[config.mk]
export PLATFORM = sky130hd
export DESIGN_NAME = down_counter_timer_flat
export DESIGN_NICKNAME = d
export VERILOG_FILES = /design/src/rtl/down_counter_timer_pkg.sv /design/src/rtl/down_counter_timer_if.sv /design/src/rtl/down_counter_timer_prescaler_tick.sv /design/src/rtl/down_counter_timer.sv /design/src/flat_wrapper.sv
export SDC_FILE = /design/constraint.sdc
export NUM_CORES = 1
export LEC_CHECK = 0
export ABC_CLOCK_PERIOD_IN_PS = 3500
export CORE_UTILIZATION = 50
export CTS_BUF_LIST = sky130_fd_sc_hd__clkbuf_16
export DETAILED_ROUTE_END_ITERATION = 7
export PLACE_DENSITY = 0.78
export SLEW_MARGIN = 30
export SYNTH_ARGS = -nofsm -noshare
export SYNTH_HDL_FRONTEND = slang
export SYNTH_SLANG_ARGS = --single-unit
[constraint.sdc]
create_clock -name clk -period 3.5 [get_ports clk]
set_clock_uncertainty 0.15 [all_clocks]
set_input_delay 0.7 -clock clk [delete_from_list [all_inputs] [get_ports clk]]
set_output_delay 0.7 -clock clk [all_outputs]
set_load 0.005 [all_outputs]
[src/rtl/down_counter_timer_pkg.sv]
// down_counter_timer_pkg: shared state encoding and default widths for the down counter timer.
package down_counter_timer_pkg;
   localparam int DEF_WIDTH = 4;
   localparam int DEF_PRESCALE_W = 4;
   typedef enum logic [1:0] {
      ST_IDLE  = 2'd0,
      ST_RUN   = 2'd1,
      ST_PAUSE = 2'd2
   } state_t;
endpackage

[src/rtl/down_counter_timer_if.sv]
// down_counter_timer_if: control, load and status signals of the down counter timer.
interface down_counter_timer_if
   import down_counter_timer_pkg::*;
#(
   parameter int WIDTH = DEF_WIDTH,
   parameter int PRESCALE_W = DEF_PRESCALE_W
) ();
   logic                  i_load;
   logic [WIDTH-1:0]      i_d_in;
   logic                  i_start;
   logic                  i_stop;
   logic                  i_auto_reload;
   logic [PRESCALE_W-1:0] i_prescale;
   logic [WIDTH-1:0]      o_d_out;
   logic                  o_tc;
   logic                  o_busy;
   modport master (
      output i_load, i_d_in, i_start, i_stop, i_auto_reload, i_prescale,
      input  o_d_out, o_tc, o_busy
   );
   modport slave (
      input  i_load, i_d_in, i_start, i_stop, i_auto_reload, i_prescale,
      output o_d_out, o_tc, o_busy
   );
endinterface

[src/rtl/down_counter_timer_prescaler_tick.sv]
// prescaler_tick: counts enabled cycles and ticks when the count equals the live prescale value.
module prescaler_tick
   import down_counter_timer_pkg::*;
#(
   parameter int PRESCALE_W = DEF_PRESCALE_W
) (
   input  logic                  clk,
   input  logic                  rst,
   input  logic                  i_clr,
   input  logic                  i_en,
   input  logic [PRESCALE_W-1:0] i_prescale,
   output logic                  o_tick
);
   logic [PRESCALE_W-1:0] r_pre_cnt;
   // A prescale lowered below the running count is caught after the natural wrap.
   assign o_tick = i_en && (r_pre_cnt == i_prescale);
   always_ff @(posedge clk or posedge rst) begin
      if (rst)
         r_pre_cnt <= '0;
      else if (i_clr)
         r_pre_cnt <= '0;
      else if (i_en)
         r_pre_cnt <= o_tick ? '0 : r_pre_cnt + 1'b1;
   end
endmodule

[src/rtl/down_counter_timer.sv]
// down_counter_timer: loadable prescaled down counter with terminal-count pulse and auto-reload.
module down_counter_timer
   import down_counter_timer_pkg::*;
#(
   parameter int WIDTH = DEF_WIDTH,
   parameter int PRESCALE_W = DEF_PRESCALE_W
) (
   input logic                  clk,
   input logic                  rst,
   down_counter_timer_if.slave  io_bus
);
   state_t           r_state, w_state_nxt;
   logic [WIDTH-1:0] r_count, w_count_nxt;
   logic [WIDTH-1:0] r_reload, w_reload_nxt;
   logic             r_tc, w_tc_nxt;
   logic             w_en, w_tick;
   // load and stop take priority over a tick on the same edge, so the prescaler holds.
   assign w_en = (r_state == ST_RUN) && !io_bus.i_load && !io_bus.i_stop;
   prescaler_tick #(.PRESCALE_W(PRESCALE_W)) u_prescaler (
      .clk        (clk),
      .rst        (rst),
      .i_clr      (io_bus.i_load),
      .i_en       (w_en),
      .i_prescale (io_bus.i_prescale),
      .o_tick     (w_tick)
   );
   always_comb begin
      w_state_nxt  = r_state;
      w_count_nxt  = r_count;
      w_reload_nxt = r_reload;
      w_tc_nxt     = 1'b0;
      if (io_bus.i_load) begin
         w_count_nxt  = io_bus.i_d_in;
         w_reload_nxt = io_bus.i_d_in;
         w_state_nxt  = ST_IDLE;
      end else if (io_bus.i_stop) begin
         w_state_nxt = (r_state == ST_RUN) ? ST_PAUSE : r_state;
      end else if (io_bus.i_start && r_state == ST_PAUSE) begin
         w_state_nxt = ST_RUN;
      end else if (io_bus.i_start && r_state == ST_IDLE) begin
         w_state_nxt = (r_count != '0) ? ST_RUN : ST_IDLE;
         w_tc_nxt    = (r_count == '0);
      end else if (w_tick && r_count > WIDTH'(1)) begin
         w_count_nxt = r_count - WIDTH'(1);
      end else if (w_tick && r_count == WIDTH'(1)) begin
         w_tc_nxt    = 1'b1;
         w_count_nxt = (io_bus.i_auto_reload && r_reload != '0) ? r_reload : '0;
         w_state_nxt = (io_bus.i_auto_reload && r_reload != '0) ? ST_RUN : ST_IDLE;
      end
   end
   always_ff @(posedge clk or posedge rst) begin
      if (rst) begin
         r_state  <= ST_IDLE;
         r_count  <= '0;
         r_reload <= '0;
         r_tc     <= 1'b0;
      end else begin
         r_state  <= w_state_nxt;
         r_count  <= w_count_nxt;
         r_reload <= w_reload_nxt;
         r_tc     <= w_tc_nxt;
      end
   end
   assign io_bus.o_d_out = r_count;
   assign io_bus.o_tc    = r_tc;
   assign io_bus.o_busy  = (r_state != ST_IDLE);
endmodule

[src/flat_wrapper.sv]
// flat-port wrapper written by rule: the top's interface ports become plain ports
module down_counter_timer_flat import down_counter_timer_pkg::*;
#(
   parameter int WIDTH = DEF_WIDTH,
   parameter int PRESCALE_W = DEF_PRESCALE_W
)
  (clk, rst, io_bus_i_load, io_bus_i_d_in, io_bus_i_start, io_bus_i_stop, io_bus_i_auto_reload, io_bus_i_prescale, io_bus_o_d_out, io_bus_o_tc, io_bus_o_busy);
  down_counter_timer_if #(.WIDTH(WIDTH), .PRESCALE_W(PRESCALE_W)) io_bus_i ();
  input logic clk;
  input logic rst;
  input wire logic [$bits(io_bus_i.i_load)-1:0] io_bus_i_load;
  input wire logic [$bits(io_bus_i.i_d_in)-1:0] io_bus_i_d_in;
  input wire logic [$bits(io_bus_i.i_start)-1:0] io_bus_i_start;
  input wire logic [$bits(io_bus_i.i_stop)-1:0] io_bus_i_stop;
  input wire logic [$bits(io_bus_i.i_auto_reload)-1:0] io_bus_i_auto_reload;
  input wire logic [$bits(io_bus_i.i_prescale)-1:0] io_bus_i_prescale;
  output wire logic [$bits(io_bus_i.o_d_out)-1:0] io_bus_o_d_out;
  output wire logic [$bits(io_bus_i.o_tc)-1:0] io_bus_o_tc;
  output wire logic [$bits(io_bus_i.o_busy)-1:0] io_bus_o_busy;
  assign io_bus_i.i_load = io_bus_i_load;
  assign io_bus_i.i_d_in = io_bus_i_d_in;
  assign io_bus_i.i_start = io_bus_i_start;
  assign io_bus_i.i_stop = io_bus_i_stop;
  assign io_bus_i.i_auto_reload = io_bus_i_auto_reload;
  assign io_bus_i.i_prescale = io_bus_i_prescale;
  assign io_bus_o_d_out = io_bus_i.o_d_out;
  assign io_bus_o_tc = io_bus_i.o_tc;
  assign io_bus_o_busy = io_bus_i.o_busy;
  down_counter_timer #(.WIDTH(WIDTH), .PRESCALE_W(PRESCALE_W)) u_core (.clk(clk), .rst(rst), .io_bus(io_bus_i));
endmodule
==> summary.md <==
| Metric | Value |
|---|---|
| Outcome | complete, no violations |
| Routed wire length | ~2100 um |
| Sequential power share | 39.6% |
| Syn_nets | 119 |
| Ys flop type | dfrtp_1 |
| Top-level I/O count | 20 |
| PostCTS Resize Cnt | 0 |
| Worst-Margin Slew | 0.609 ns |
| Post-synth top area share | 38.7% |
| Total GRT Usage | roughly a quarter |
| Total CTS buffers | 3 |
| Netlist Area Pre-Place | slightly below 1000 sq um |
| Setup crit start kind | primary input |
| 1st-iter DRT viols | 25 |
| Syn Inst Count | 102 |
| P_int | 0.383 mW |
| Layout Utilization | 71.0% |
| CTS Sinks | 15 |
| Setup Crit Path Kind | primary input to flop |
| Clk buf depth | 2 |
| Die area | 2120 sq um |
| Finished layout cell area | 1250 sq um |
| Netlist cell types | 37 |
| Yosys Warn Count | 0 |
| Area of the core | 1760 sq um |
| Initial Util | 55.0% |
| EDFF count, synth | 0 |
| Final ANT Viol Nets | 0 |
| Port bufs | 19 |
| Commonest non-fill, non-tap cells in the layout | clkdlybuf4s50_1 (19), dfrtp_1 (15), nor2_1 (9), nand2_1 (9), inv_1 (8) |
| Most common cell after layout, fill and taps aside | clkdlybuf4s50_1 |
| #FFs+latches synth | 15 |
| Fillers | 153 |
| Vias in the first global route | 827 |
| Max Slew Vio Count | 0 |
| Largest family of logic cells by synthesized area | simple AND/OR/NAND/NOR gates |
| Htree depth | 1 |
| Hold Crit Class | flop to flop |
| Setup bufs post-CTS | 0 |
| # rows | 15 |
| Slew margin rel. | just under 60% |
| Avg Inst Size Synth | 9.52 sq um |
| CP arrival | about 2.6 ns |
| RSZ-0062 raised after global routing | no |
| Tcrit/Tclk final | 76.2% |
| Remaining DRCs | 0 |
| Synth Area in Adders | 3.87% |
| Root Driver | clkbuf_16 |
| Hpwl dp | approximately 1500 um |
| Largest net degree at the start of global routing | 19 |
| DP Area | 1170 sq um |
| Switching share of total power | 23.3% |
| Post-Synth XOR/XNOR Area | 5.41% |
| Final setup fails | 0 |
| Clock latency on the worst-skew pair | 0.24 ns |
| First-pass GRT wire length | 3510 um |
| Antenna violations before repair | 0 |
| Post-synthesis mux area share | between 7 and 8% |
| Worst-path clk slew | 0.05 ns |
| Power density cells | 399 nW/um^2 |
| Leak | 0.522 nW |
| CTS Hold Bufs | 0 |
| F_max | roughly 0.38 GHz |
| Worst vdd ir | 0.255 mV |
| DR pass1 iterations | 4 |
| Sequential area share after synthesis | approximately 39% |
| Synth Area in Compound Gates | between 10% and 20% |
| Wire per inst | 14.3 um |
| Nets | 141 |
| Clock power frac | 43.2% |
| Synth async-reset ratio | 100% |
| Post-Synth Simple-Gate Area | between 20% and 30% |
| Gpl congestion | 0.833 |
| Vias | 848 |
| Antenna Cells | 0 |
| Max-cap violations | 0 |
| Switching power | 0.116 mW |
| Share of cells above drive strength 1 | under 10% |
| Fin. Hold Viols | 0 |
| P&R area growth vs syn | 29.0% |
| Final setup TNS | 0 ns |
| Die W | 46.1 um |
| Final min period | 2.67 ns |
| Gate power share | 17.2% |
| Yosys top cell by area | dfrtp_1 |
| Via density per instance | 5.73 |
| Die Ht | 46.1 um |
| Crit end category | flop |
| Critical path data required time | about 3.5 ns |
| Critical Path Fanout Max | 8 |
| CTS tree | built |
| GRT Residual Overflow | 0 |
| Synth top area cells | dfrtp_1 (39%), xnor2_1 (5.4%), mux2_2 (4.6%), ha_1 (3.9%), nand2_1 (3.5%) |
state kept, by name (all words and copies together) (netlist names):
name / count
u_core.io_bus.o_d_out: 4
u_core.io_bus.o_tc: 1
u_core.r_reload: 4
u_core.r_state: 2
u_core.u_prescaler.r_pre_cnt: 4
cells in the mapped netlist (2+ instances only):
cell type,instances
nor4b_1,2
nand3b_1,2
nand2b_1,2
and2_1,2
nor3_1,2
a21oi_1,3
nand2_1,9
mux2i_1,3
inv_1,7
ha_1,3
dfrtp_1,15
nor2_1,9
xnor2_1,6
a221o_1,3
nand3_1,4
mux2_2,4
o21ai_0,5
buf_6,2
kinds of logic after synthesis:
group                    Yosys count
AO/OA/AOI/OAI                     21
buffers and inverters             10
multiplexers                       7
AND/OR/NAND/NOR                   40
adder cells (fa/ha/maj)            3
XOR/XNOR                           6
flip-flops                        15
cell type report:
cell class / instances / area (sq um) / share of cell area [%]
Clock buffer: 3 / 75.1 / 5.99
Inverter: 7 / 26.3 / 2.10
Sequential cell: 15 / 375 / 30.0
Clock inverter: 1 / 3.75 / 0.300
Multi-Input combinational cell: 77 / 543 / 43.4
Timing Repair Buffer: 20 / 198 / 15.8
Tap cell: 25 / 31.3 / 2.50
power groups by stage:
| stage | Sequential, mW | Clock [mW] | Combinational, mW |
|---|---|---|---|
| global route | 0.199 | 0.226 | 0.0949 |
| global placement | 0.199 | 0 | 0.0829 |
| finish | 0.198 | 0.216 | 0.0858 |
| detailed placement | 0.200 | 0 | 0.0844 |
| floorplan | 0.197 | 0 | 0.0487 |
| CTS | 0.197 | 0.219 | 0.0859 |
layer usage:
metal	GRT usage, %	vias up	part of all wire, %
met3	4.31	2	5.9
met5	0	-	0
met2	41.1	33	50
li1	-	414	-
met1	28.2	399	43
met4	7.65	0	0.24
critical path, stage by stage:
cell	delay [ns]
clkdlybuf4s50_1	0.53
or4b_4	0.60
nor3b_4	0.31
mux2i_1	0.14
a221o_1	0.35
worst paths after layout:
path,from,end,slack (ns),cells after the start
worst max-delay path,io_bus_i_stop,u_core.io_bus.o_d_out[1]$_DFFE_PP0P_,0.83,5
worst min-delay path,u_core.u_prescaler.r_pre_cnt[3]$_DFFE_PP0P_,u_core.u_prescaler.r_pre_cnt[3]$_DFFE_PP0P_,0.37,1
worst max register to register,u_core.r_state[1]$_DFFE_PP0P_,u_core.io_bus.o_d_out[1]$_DFFE_PP0P_,1.37,4
worst min register to register,u_core.u_prescaler.r_pre_cnt[3]$_DFFE_PP0P_,u_core.u_prescaler.r_pre_cnt[3]$_DFFE_PP0P_,0.37,1
max in group asynchronous,rst,u_core.io_bus.o_d_out[3]$_DFFE_PP0P_,2.16,2
min in group asynchronous,rst,u_core.u_prescaler.r_pre_cnt[3]$_DFFE_PP0P_,0.66,2
per-stage QoR:
step / std cells / hold WS [ns] / power, mW / worst slack, ns
final: 148 / 0.371 / 0.499 / 0.835
after global placement: 144 / 0.333 / 0.282 / 0.675
after global routing: 148 / 0.388 / 0.520 / 0.757
after floorplan: 102 / 0.316 / 0.246 / 1.08
after detailed placement: 144 / 0.365 / 0.284 / 0.613
after CTS: 148 / 0.373 / 0.502 / 0.838
Power figures use the tool's default switching activity.
